<file path="src/rtl/byte_serializer_pkg.sv">
// Shared constants and state encoding for the word-to-byte serializer path.
package byte_serializer_pkg;
  localparam int BS_BYTE_W = 8;
  localparam int BS_WORD_W = 32;

  typedef enum logic {
    S_IDLE = 1'b0,
    S_SEND = 1'b1
  } state_e;
endpackage

</file>
<file path="src/rtl/byte_serializer_if.sv">
// Word-in / byte-out handshake bundle; slave is the serializer, master the surrounding logic.
interface byte_serializer_if import byte_serializer_pkg::*; #(
  parameter int WORD_W = BS_WORD_W,
  parameter int BYTE_W = BS_BYTE_W
);
  logic              in_valid;
  logic              in_ready;
  logic [WORD_W-1:0] in_data;
  logic              out_valid;
  logic              out_ready;
  logic [BYTE_W-1:0] out_data;
  logic              out_last;
  logic              busy;

  modport slave (
    input  in_valid, in_data, out_ready,
    output in_ready, out_valid, out_data, out_last, busy
  );

  modport master (
    output in_valid, in_data, out_ready,
    input  in_ready, out_valid, out_data, out_last, busy
  );
endinterface

</file>
<file path="src/rtl/byte_serializer_shift_reg.sv">
// Parallel-load shift register that walks a word out BYTE_W bits at a time.
module byte_shift_reg import byte_serializer_pkg::*; #(
  parameter int WORD_W    = BS_WORD_W,
  parameter int BYTE_W    = BS_BYTE_W,
  parameter bit MSB_FIRST = 1'b1
) (
  input  logic              clk,
  input  logic              rst_n,
  input  logic              load,
  input  logic              shift,
  input  logic [WORD_W-1:0] load_data,
  output logic [BYTE_W-1:0] byte_out
);
  logic [WORD_W-1:0] sr_q, sr_d;
  logic [WORD_W-1:0] shifted;

  // The emitting byte always sits at the end the register shifts toward.
  if (MSB_FIRST) begin : g_msb
    assign shifted  = {sr_q[WORD_W-BYTE_W-1:0], {BYTE_W{1'b0}}};
    assign byte_out = sr_q[WORD_W-1 -: BYTE_W];
  end else begin : g_lsb
    assign shifted  = {{BYTE_W{1'b0}}, sr_q[WORD_W-1:BYTE_W]};
    assign byte_out = sr_q[BYTE_W-1:0];
  end

  always_comb begin
    sr_d = sr_q;
    if (load)       sr_d = load_data;
    else if (shift) sr_d = shifted;
  end

  always_ff @(posedge clk or negedge rst_n) begin
    if (!rst_n) sr_q <= '0;
    else        sr_q <= sr_d;
  end
endmodule

</file>
<file path="src/rtl/byte_serializer.sv">
// Serializes one word into WORD_W/BYTE_W bytes with valid/ready on both sides and no bubble between words.
module byte_serializer import byte_serializer_pkg::*; #(
  parameter int WORD_W    = BS_WORD_W,
  parameter int BYTE_W    = BS_BYTE_W,
  parameter bit MSB_FIRST = 1'b1
) (
  input  logic           clk,
  input  logic           rst_n,
  byte_serializer_if.slave bus
);
  localparam int NBYTES = WORD_W / BYTE_W;
  localparam int CNT_W  = (NBYTES > 1) ? $clog2(NBYTES) : 1;
  localparam logic [CNT_W-1:0] LAST_CNT = CNT_W'(NBYTES - 1);

  state_e            state_q, state_d;
  logic [CNT_W-1:0]  cnt_q, cnt_d;
  logic              is_send, is_last, in_fire, out_fire, shift;
  logic [BYTE_W-1:0] emit_byte;

  assign is_send  = (state_q == S_SEND);
  assign is_last  = is_send && (cnt_q == LAST_CNT);
  // Ready for a new word while idle, or in the same cycle the final byte leaves.
  assign bus.in_ready = !is_send || (is_last && bus.out_ready);
  assign in_fire  = bus.in_valid && bus.in_ready;
  assign out_fire = is_send && bus.out_ready;
  assign shift    = out_fire && !is_last;

  always_comb begin
    state_d = state_q;
    cnt_d   = cnt_q;
    case (state_q)
      S_IDLE: begin
        if (bus.in_valid) begin
          state_d = S_SEND;
          cnt_d   = '0;
        end
      end
      S_SEND: begin
        if (out_fire) begin
          if (!is_last) begin
            cnt_d = cnt_q + CNT_W'(1);
          end else if (bus.in_valid) begin
            cnt_d = '0;
          end else begin
            state_d = S_IDLE;
            cnt_d   = '0;
          end
        end
      end
      default: begin
        state_d = S_IDLE;
        cnt_d   = '0;
      end
    endcase
  end

  always_ff @(posedge clk or negedge rst_n) begin
    if (!rst_n) begin
      state_q <= S_IDLE;
      cnt_q   <= '0;
    end else begin
      state_q <= state_d;
      cnt_q   <= cnt_d;
    end
  end

  byte_shift_reg #(
    .WORD_W   (WORD_W),
    .BYTE_W   (BYTE_W),
    .MSB_FIRST(MSB_FIRST)
  ) u_sr (
    .clk      (clk),
    .rst_n    (rst_n),
    .load     (in_fire),
    .shift    (shift),
    .load_data(bus.in_data),
    .byte_out (emit_byte)
  );

  // Gate the data so an idle block presents zero rather than the stale last byte.
  assign bus.out_valid = is_send;
  assign bus.out_data  = is_send ? emit_byte : '0;
  assign bus.out_last  = is_last;
  assign bus.busy      = is_send;
endmodule
</file>
<file path="src/flat_wrapper.sv">
// flat-port wrapper written by rule: the top's interface ports become plain ports
module byte_serializer_flat import byte_serializer_pkg::*;
#(
  parameter int WORD_W    = BS_WORD_W,
  parameter int BYTE_W    = BS_BYTE_W,
  parameter bit MSB_FIRST = 1'b1
)
  (clk, rst_n, bus_in_valid, bus_in_data, bus_out_ready, bus_in_ready, bus_out_valid, bus_out_data, bus_out_last, bus_busy);
  byte_serializer_if #(.WORD_W(WORD_W), .BYTE_W(BYTE_W)) bus_i ();
  input  logic clk;
  input  logic rst_n;
  input wire logic [$bits(bus_i.in_valid)-1:0] bus_in_valid;
  input wire logic [$bits(bus_i.in_data)-1:0] bus_in_data;
  input wire logic [$bits(bus_i.out_ready)-1:0] bus_out_ready;
  output wire logic [$bits(bus_i.in_ready)-1:0] bus_in_ready;
  output wire logic [$bits(bus_i.out_valid)-1:0] bus_out_valid;
  output wire logic [$bits(bus_i.out_data)-1:0] bus_out_data;
  output wire logic [$bits(bus_i.out_last)-1:0] bus_out_last;
  output wire logic [$bits(bus_i.busy)-1:0] bus_busy;
  assign bus_i.in_valid = bus_in_valid;
  assign bus_i.in_data = bus_in_data;
  assign bus_i.out_ready = bus_out_ready;
  assign bus_in_ready = bus_i.in_ready;
  assign bus_out_valid = bus_i.out_valid;
  assign bus_out_data = bus_i.out_data;
  assign bus_out_last = bus_i.out_last;
  assign bus_busy = bus_i.busy;
  byte_serializer #(.WORD_W(WORD_W), .BYTE_W(BYTE_W), .MSB_FIRST(MSB_FIRST)) u_core (.clk(clk), .rst_n(rst_n), .bus(bus_i));
endmodule
</file>
<file path="config.mk">
export PLATFORM = sky130hd
export DESIGN_NAME = byte_serializer_flat
export DESIGN_NICKNAME = d
export VERILOG_FILES = /design/src/rtl/byte_serializer_pkg.sv /design/src/rtl/byte_serializer_if.sv /design/src/rtl/byte_serializer_shift_reg.sv /design/src/rtl/byte_serializer.sv /design/src/flat_wrapper.sv
export SDC_FILE = /design/constraint.sdc
export NUM_CORES = 1
export LEC_CHECK = 0
export ABC_AREA = 1
export CAP_MARGIN = 20
export CORE_ASPECT_RATIO = 0.6
export CORE_MARGIN = 2
export CORE_UTILIZATION = 34
export CTS_CLUSTER_SIZE = 30
export DETAILED_ROUTE_END_ITERATION = 7
export GPL_TIMING_DRIVEN = 0
export PLACE_DENSITY_LB_ADDON = 0.15
export SYNTH_ARGS = -nofsm -noshare
export SYNTH_HDL_FRONTEND = slang
export SYNTH_SLANG_ARGS = --single-unit
</file>
<file path="constraint.sdc">
create_clock -name clk -period 2.17 [get_ports clk]
set_clock_uncertainty 0.2 [all_clocks]
set_input_delay 0.217 -clock clk [delete_from_list [all_inputs] [get_ports clk]]
set_output_delay 0.217 -clock clk [all_outputs]
set_load 0.05 [all_outputs]
</file>
# Word-level counts from Yosys, hierarchy flattened

Index checks and enable logic that the tools add are counted.

Add/subtract/negate cells: 1
Equal/unequal tests: 3
Muxes and demuxes: 11
Bitwise operators: 1
Reduce and logical (&&, ||, !) cells: 10

Operator list:

| kind                                                           | count |
|---|---|
| 32-bit 2-to-1 mux                                              | 2 |
| 8-bit 2-to-1 mux                                               | 1 |
| 2-bit 2-to-1 mux                                               | 3 |
| 1-bit logical AND                                              | 5 |
| 2-bit != test (second input constant)                          | 2 |
| 2-bit one-hot mux with 2 select lines                          | 1 |
| 1-bit 2-to-1 mux                                               | 3 |
| 2-bit by 1-bit adder with 2-bit output (second input constant) | 1 |
| 2-bit equality test (second input constant)                    | 1 |
| 1-bit zero test                                                | 2 |
| 1-bit one-hot mux with 2 select lines                          | 1 |
| 2-bit AND reduction                                            | 1 |
| 2-bit nonzero test                                             | 1 |
| 1-bit logical OR                                               | 1 |
| 1-bit NOT                                                      | 1 |

Bits in registers: 35
Bits of input ports: 36
Output and inout port bits: 12
Word-level logic and storage cells: 29

# Logic depth before layout (Yosys ltp)

Word-level depth: 6
Gate-level depth with buffers: 8
Gate-level depth less buffers: 7

# By module

Synthesis repeated with hierarchy kept, for this count alone.

Cell total of the unflattened synthesis: 215
Area total of the unflattened synthesis: 1745.4 µm²

Modules (own cells, without submodules):

| module          | times used | cells an instance | area each (µm²) | seq. area each (µm²) |
|---|---|---|---|---|
| byte_shift_reg  | 1          | 174               | 1500.2          | 800.8 |
| byte_serializer | 1          | 41                | 245.2           | 75.1 |

# Worst setup path after synthesis

OpenSTA, ideal clock, no wires.

Path type: register -> output
Start: register u_core.state_q, in the netlist u_core.bus.busy
End: output bus_out_data[0]
Data arrival time: 1525 ps
Required time: 1753 ps
Path slack: 228 ps
Cell stages (with the launch flop): 5
Buffers on the path: 2
Cells stage by stage: dfrtp_1 buf_4 clkbuf_1 nand2_1 inv_1

Cells in the longest elaborated chain, start to end: 1

Ends and longest elaborated chain:

| what                     | RTL line              | source |
|---|---|---|
| start: declaration       | byte_serializer.sv:15 | `state_e state_q, state_d;` |
| start signal: assignment | byte_serializer.sv:62 | `state_q <= state_d;` |
| 8-bit 2-to-1 mux         | byte_serializer.sv:82 | `assign bus.out_data = is_send ? emit_byte : '0;` |
| end: declaration         | flat_wrapper.sv:17    | `output wire logic [$bits(bus_i.out_data)-1:0] bus_out_data;` |

Every way passes these cells.

# Worst setup path in the final report

Start: register u_core.cnt_q[0]
End: output bus_in_ready

Cells in the longest elaborated chain, start to end: 4

Ends and longest elaborated chain:

| what                     | RTL line              | source |
|---|---|---|
| start: declaration       | byte_serializer.sv:16 | `logic [CNT_W-1:0] cnt_q, cnt_d;` |
| start signal: assignment | byte_serializer.sv:63 | `cnt_q <= cnt_d;` |
| 2-bit equality test      | byte_serializer.sv:21 | `assign is_last = is_send && (cnt_q == LAST_CNT);` |
| 1-bit logical AND        | byte_serializer.sv:21 |  |
| 1-bit logical AND        | byte_serializer.sv:23 | `assign bus.in_ready = !is_send \|\| (is_last && bus.out_ready);` |
| 1-bit logical OR         | byte_serializer.sv:23 |  |
| end: declaration         | flat_wrapper.sv:15    | `output wire logic [$bits(bus_i.in_ready)-1:0] bus_in_ready;` |

Every way passes these cells.

==> run_results.csv <==
group,metric,value,unit
timing,slew_violations,0,
status,status,"finished clean",
worst_setup_path,cp_max_fo,10,
place,dp_hpwl,3.98,mm
global_routing,grt_antenna_before_repair,0,
pwr,peakVddDrop,0.538,mV
cts,insertion_delay,280,ps
synth,netlist_area,2170,um^2
global_routing,grt_first_pass_wirelength,8.80,mm
finish,instances_no_fill,399,
timing,setup_viol,0,
global_routing,overflow,0,
worst_setup_path,cp_cell_sequence,"ha_2 > nand2_2 > nand2_4 > buf_2 > clkbuf_4",
floorplan,placeableCoreArea,6140,um^2
synth,synth_cell_types,20,
timing,setup_slack,109,ps
timing,hold_violations,0,
pwr,seq_power_share,33.5,%
place,io_buffer_count,45,
pwr,sw_frac_of_total,45.9,%
finish,nFillCells,660,
routing,ant_nets,0,
synth,syn_nets,299,
timing,fmax,485,MHz
worst_setup_path,crit_family,"buffers and inverters",
flow_run,max_cap_violations,0,
cts,cts_tree,"built",
worst_setup_path,crit_slowest_cell,"dfrtp_1",
pwr,power.switching,1.51,mW
cts,cts-root-buf,"clkbuf_8",
cts,clock_sinks,35,
pwr,leakagePower,1.42,nW
finish,syn_to_final_growth,29.5,%
finish,num_antenna_cells,0,
timing,relSlewSlack,45.0,%
routing,drtPass1Iterations,4,
place,placed_area,2720,um^2
finish,drive_gt1_share,23.2,%
routing,drtIter0Drc,91,
cts,cts_setup_buffers,0,
floorplan,dieArea,7070,um^2
worst_setup_path,critPathCaptureType,"output pin",
pwr,power.density,1170,nW/um^2
finish,final_area,2820,um^2
synth,yosysWarnings,0,
floorplan,row_count,22,
pwr,p_int,1.78,mW
worst_setup_path,startpoint_type,"flip-flop",
place,gp_congestion,0.737,
routing,wirelength,5.51,mm
routing,wl_per_cell,13.8,um
place,placedCellCount,391,
floorplan,die_y,65.9,um
timing,worst_pin_slew,824,ps
synth,seq_area_frac_synth,40.3,%
finish,fin_util,45.9,%
routing,num_vias,1903,
worst_setup_path,crit_arrival,1640,ps
synth,avgSynthCellArea,8.30,um^2
floorplan,die_x,107,um
synth,synth_cells,262,
worst_setup_path,path_buf_inv,2,
worst_setup_path,slowest_delay,380,ps
floorplan,io_pins,48,
timing,tns,0,ps
routing,vias_per_cell,4.77,
worst_setup_path,crit_type,"reg2out",
place,preCtsSetupSlack,-191,ps
worst_setup_path,crit_required,1750,ps
global_routing,grt_pass1_vias,1741,
pwr,p_comb_share,51.7,%
finish,nets,352,
cts,cts.htree.levels,2,
timing,fin_crit,2060,ps
routing,drc_errors,0,
cts,path_clk_slew,70,ps
pwr,p_clk_share,14.8,%
global_routing,grt_max_degree,36,
cts,cts_max_path_buffers,2,
hold_path,hp-class,"in2reg",
cts,numCtsBuffers,5,
timing,finalCritPeriodShare,95.0,%
global_routing,grt_use_total,16.4,%
synth,ys_ff_latch,35,
timing,rsz0062_at_grt,"false",
floorplan,start_util,35.4,%
registers in the layout, indices dropped and copies added, names as in the netlist:
register / count
u_core.u_sr.sr_q: 32
u_core.cnt_q: 2
u_core.bus.busy: 1
worst min-delay path: stages:
cell	delay, ps
buf_2	160
inv_1	80
nand2_1	50
cells in the final DEF, fill, tap and decap left out:
cell type,instances
clkbuf_8,6
nand2_4,1
o21ai_0,2
nor2_2,1
nand3_2,30
buf_8,3
inv_2,1
clkbuf_4,1
a21oi_1,1
nor2_1,1
nand4_1,24
ha_2,1
inv_1,13
buf_4,5
dfrtp_1,35
clkbuf_1,5
clkinv_2,1
nand3_1,2
clkdlybuf4s50_1,34
clkdlybuf4s15_2,6
nand3b_1,24
clkbuf_2,4
nand2_2,2
buf_6,2
nand2_1,100
dlygate4sd3_1,1
buf_2,9
metrics by stage:
step / total power, mW / hold slack (ps)
6_report: 3.28 / 64.9
2_1_floorplan: 2.35 / -279
3_5_place_dp: 2.85 / 167
5_1_grt: 3.53 / 81.3
4_1_cts: 3.31 / 59.1
3_3_place_gp: 2.83 / 263
power by group through the flow:
stage	clock network, mW	logic [mW]	registers (mW)
after floorplan	0	1.27	1.08
after global placement	0	1.72	1.11
after detailed placement	0	1.74	1.11
after CTS	0.499	1.72	1.10
after global routing	0.538	1.86	1.13
final	0.486	1.70	1.10
final cells by class:
type                       count  area (um^2)  area share (%)
clock inverter                 1         5.00           0.178
multi-input combinational    189         1080            38.4
sequential                    35          876            31.1
clock buffer                   6         82.6            2.93
buffer                        24          169            6.00
inverter                      14         52.6            1.87
timing repair buffer          46          445            15.8
tap                           84          105            3.73
path summary, 6_finish.rpt:
path                                       from                   end  slack, ps  cells after the start
worst max-delay path            u_core.cnt_q[0]          bus_in_ready        110                      5
worst min-delay path               bus_in_valid       u_core.bus.busy         60                      3
worst max register to register  u_core.cnt_q[0]  u_core.u_sr.sr_q[20]        490                      7
worst min register to register  u_core.cnt_q[0]       u_core.cnt_q[0]        290                      1
max in group asynchronous                 rst_n  u_core.u_sr.sr_q[16]        870                      2
min in group asynchronous                 rst_n       u_core.cnt_q[1]        380                      2
cell usage after synthesis:
cell      instances  area share, %
ha_1              1           0.58
o21ai_0           2           0.46
buf_2             8            1.8
buf_4             5            1.7
nand2_1         100             17
a21oi_1           1           0.23
inv_1            13            2.2
nand3b_1         24            8.3
inv_2             1           0.17
nand2_2           2           0.58
buf_6             2            1.0
dfrtp_1          35             40
nor2_2            1           0.29
clkbuf_1          6            1.0
nand3_2          30             14
nand2_4           1           0.52
buf_8             3            2.1
nand3_1           2           0.46
nor2_1            1           0.17
nand4_1          24            6.9
cell families after synthesis:
logic type,share of synthesized area [%]
and+or+nand+nor,48.3
buffers and inverters,10.1
DFF,40.3
AOI/OAI and AO/OA,0.691
adders and majority gates,0.576
layer usage:
metal	global-route usage (%)	share of wire, %	wire [um]	vias to the layer above
met5	0	0	0	-
met4	2.60	0.44	24	0
met3	4.14	5.3	294	4
met2	23.3	39	2170	49
met1	25.1	55	3020	882
li1	-	-	-	968
timing repair:
item / CTS / global route
resized for setup: 30 / 5
endpoints found under the setup margin: 10 / 4
hold buffers: 1 / 0
hold endpoints to repair: 35 / 0
(Power assumes the default switching activity.)
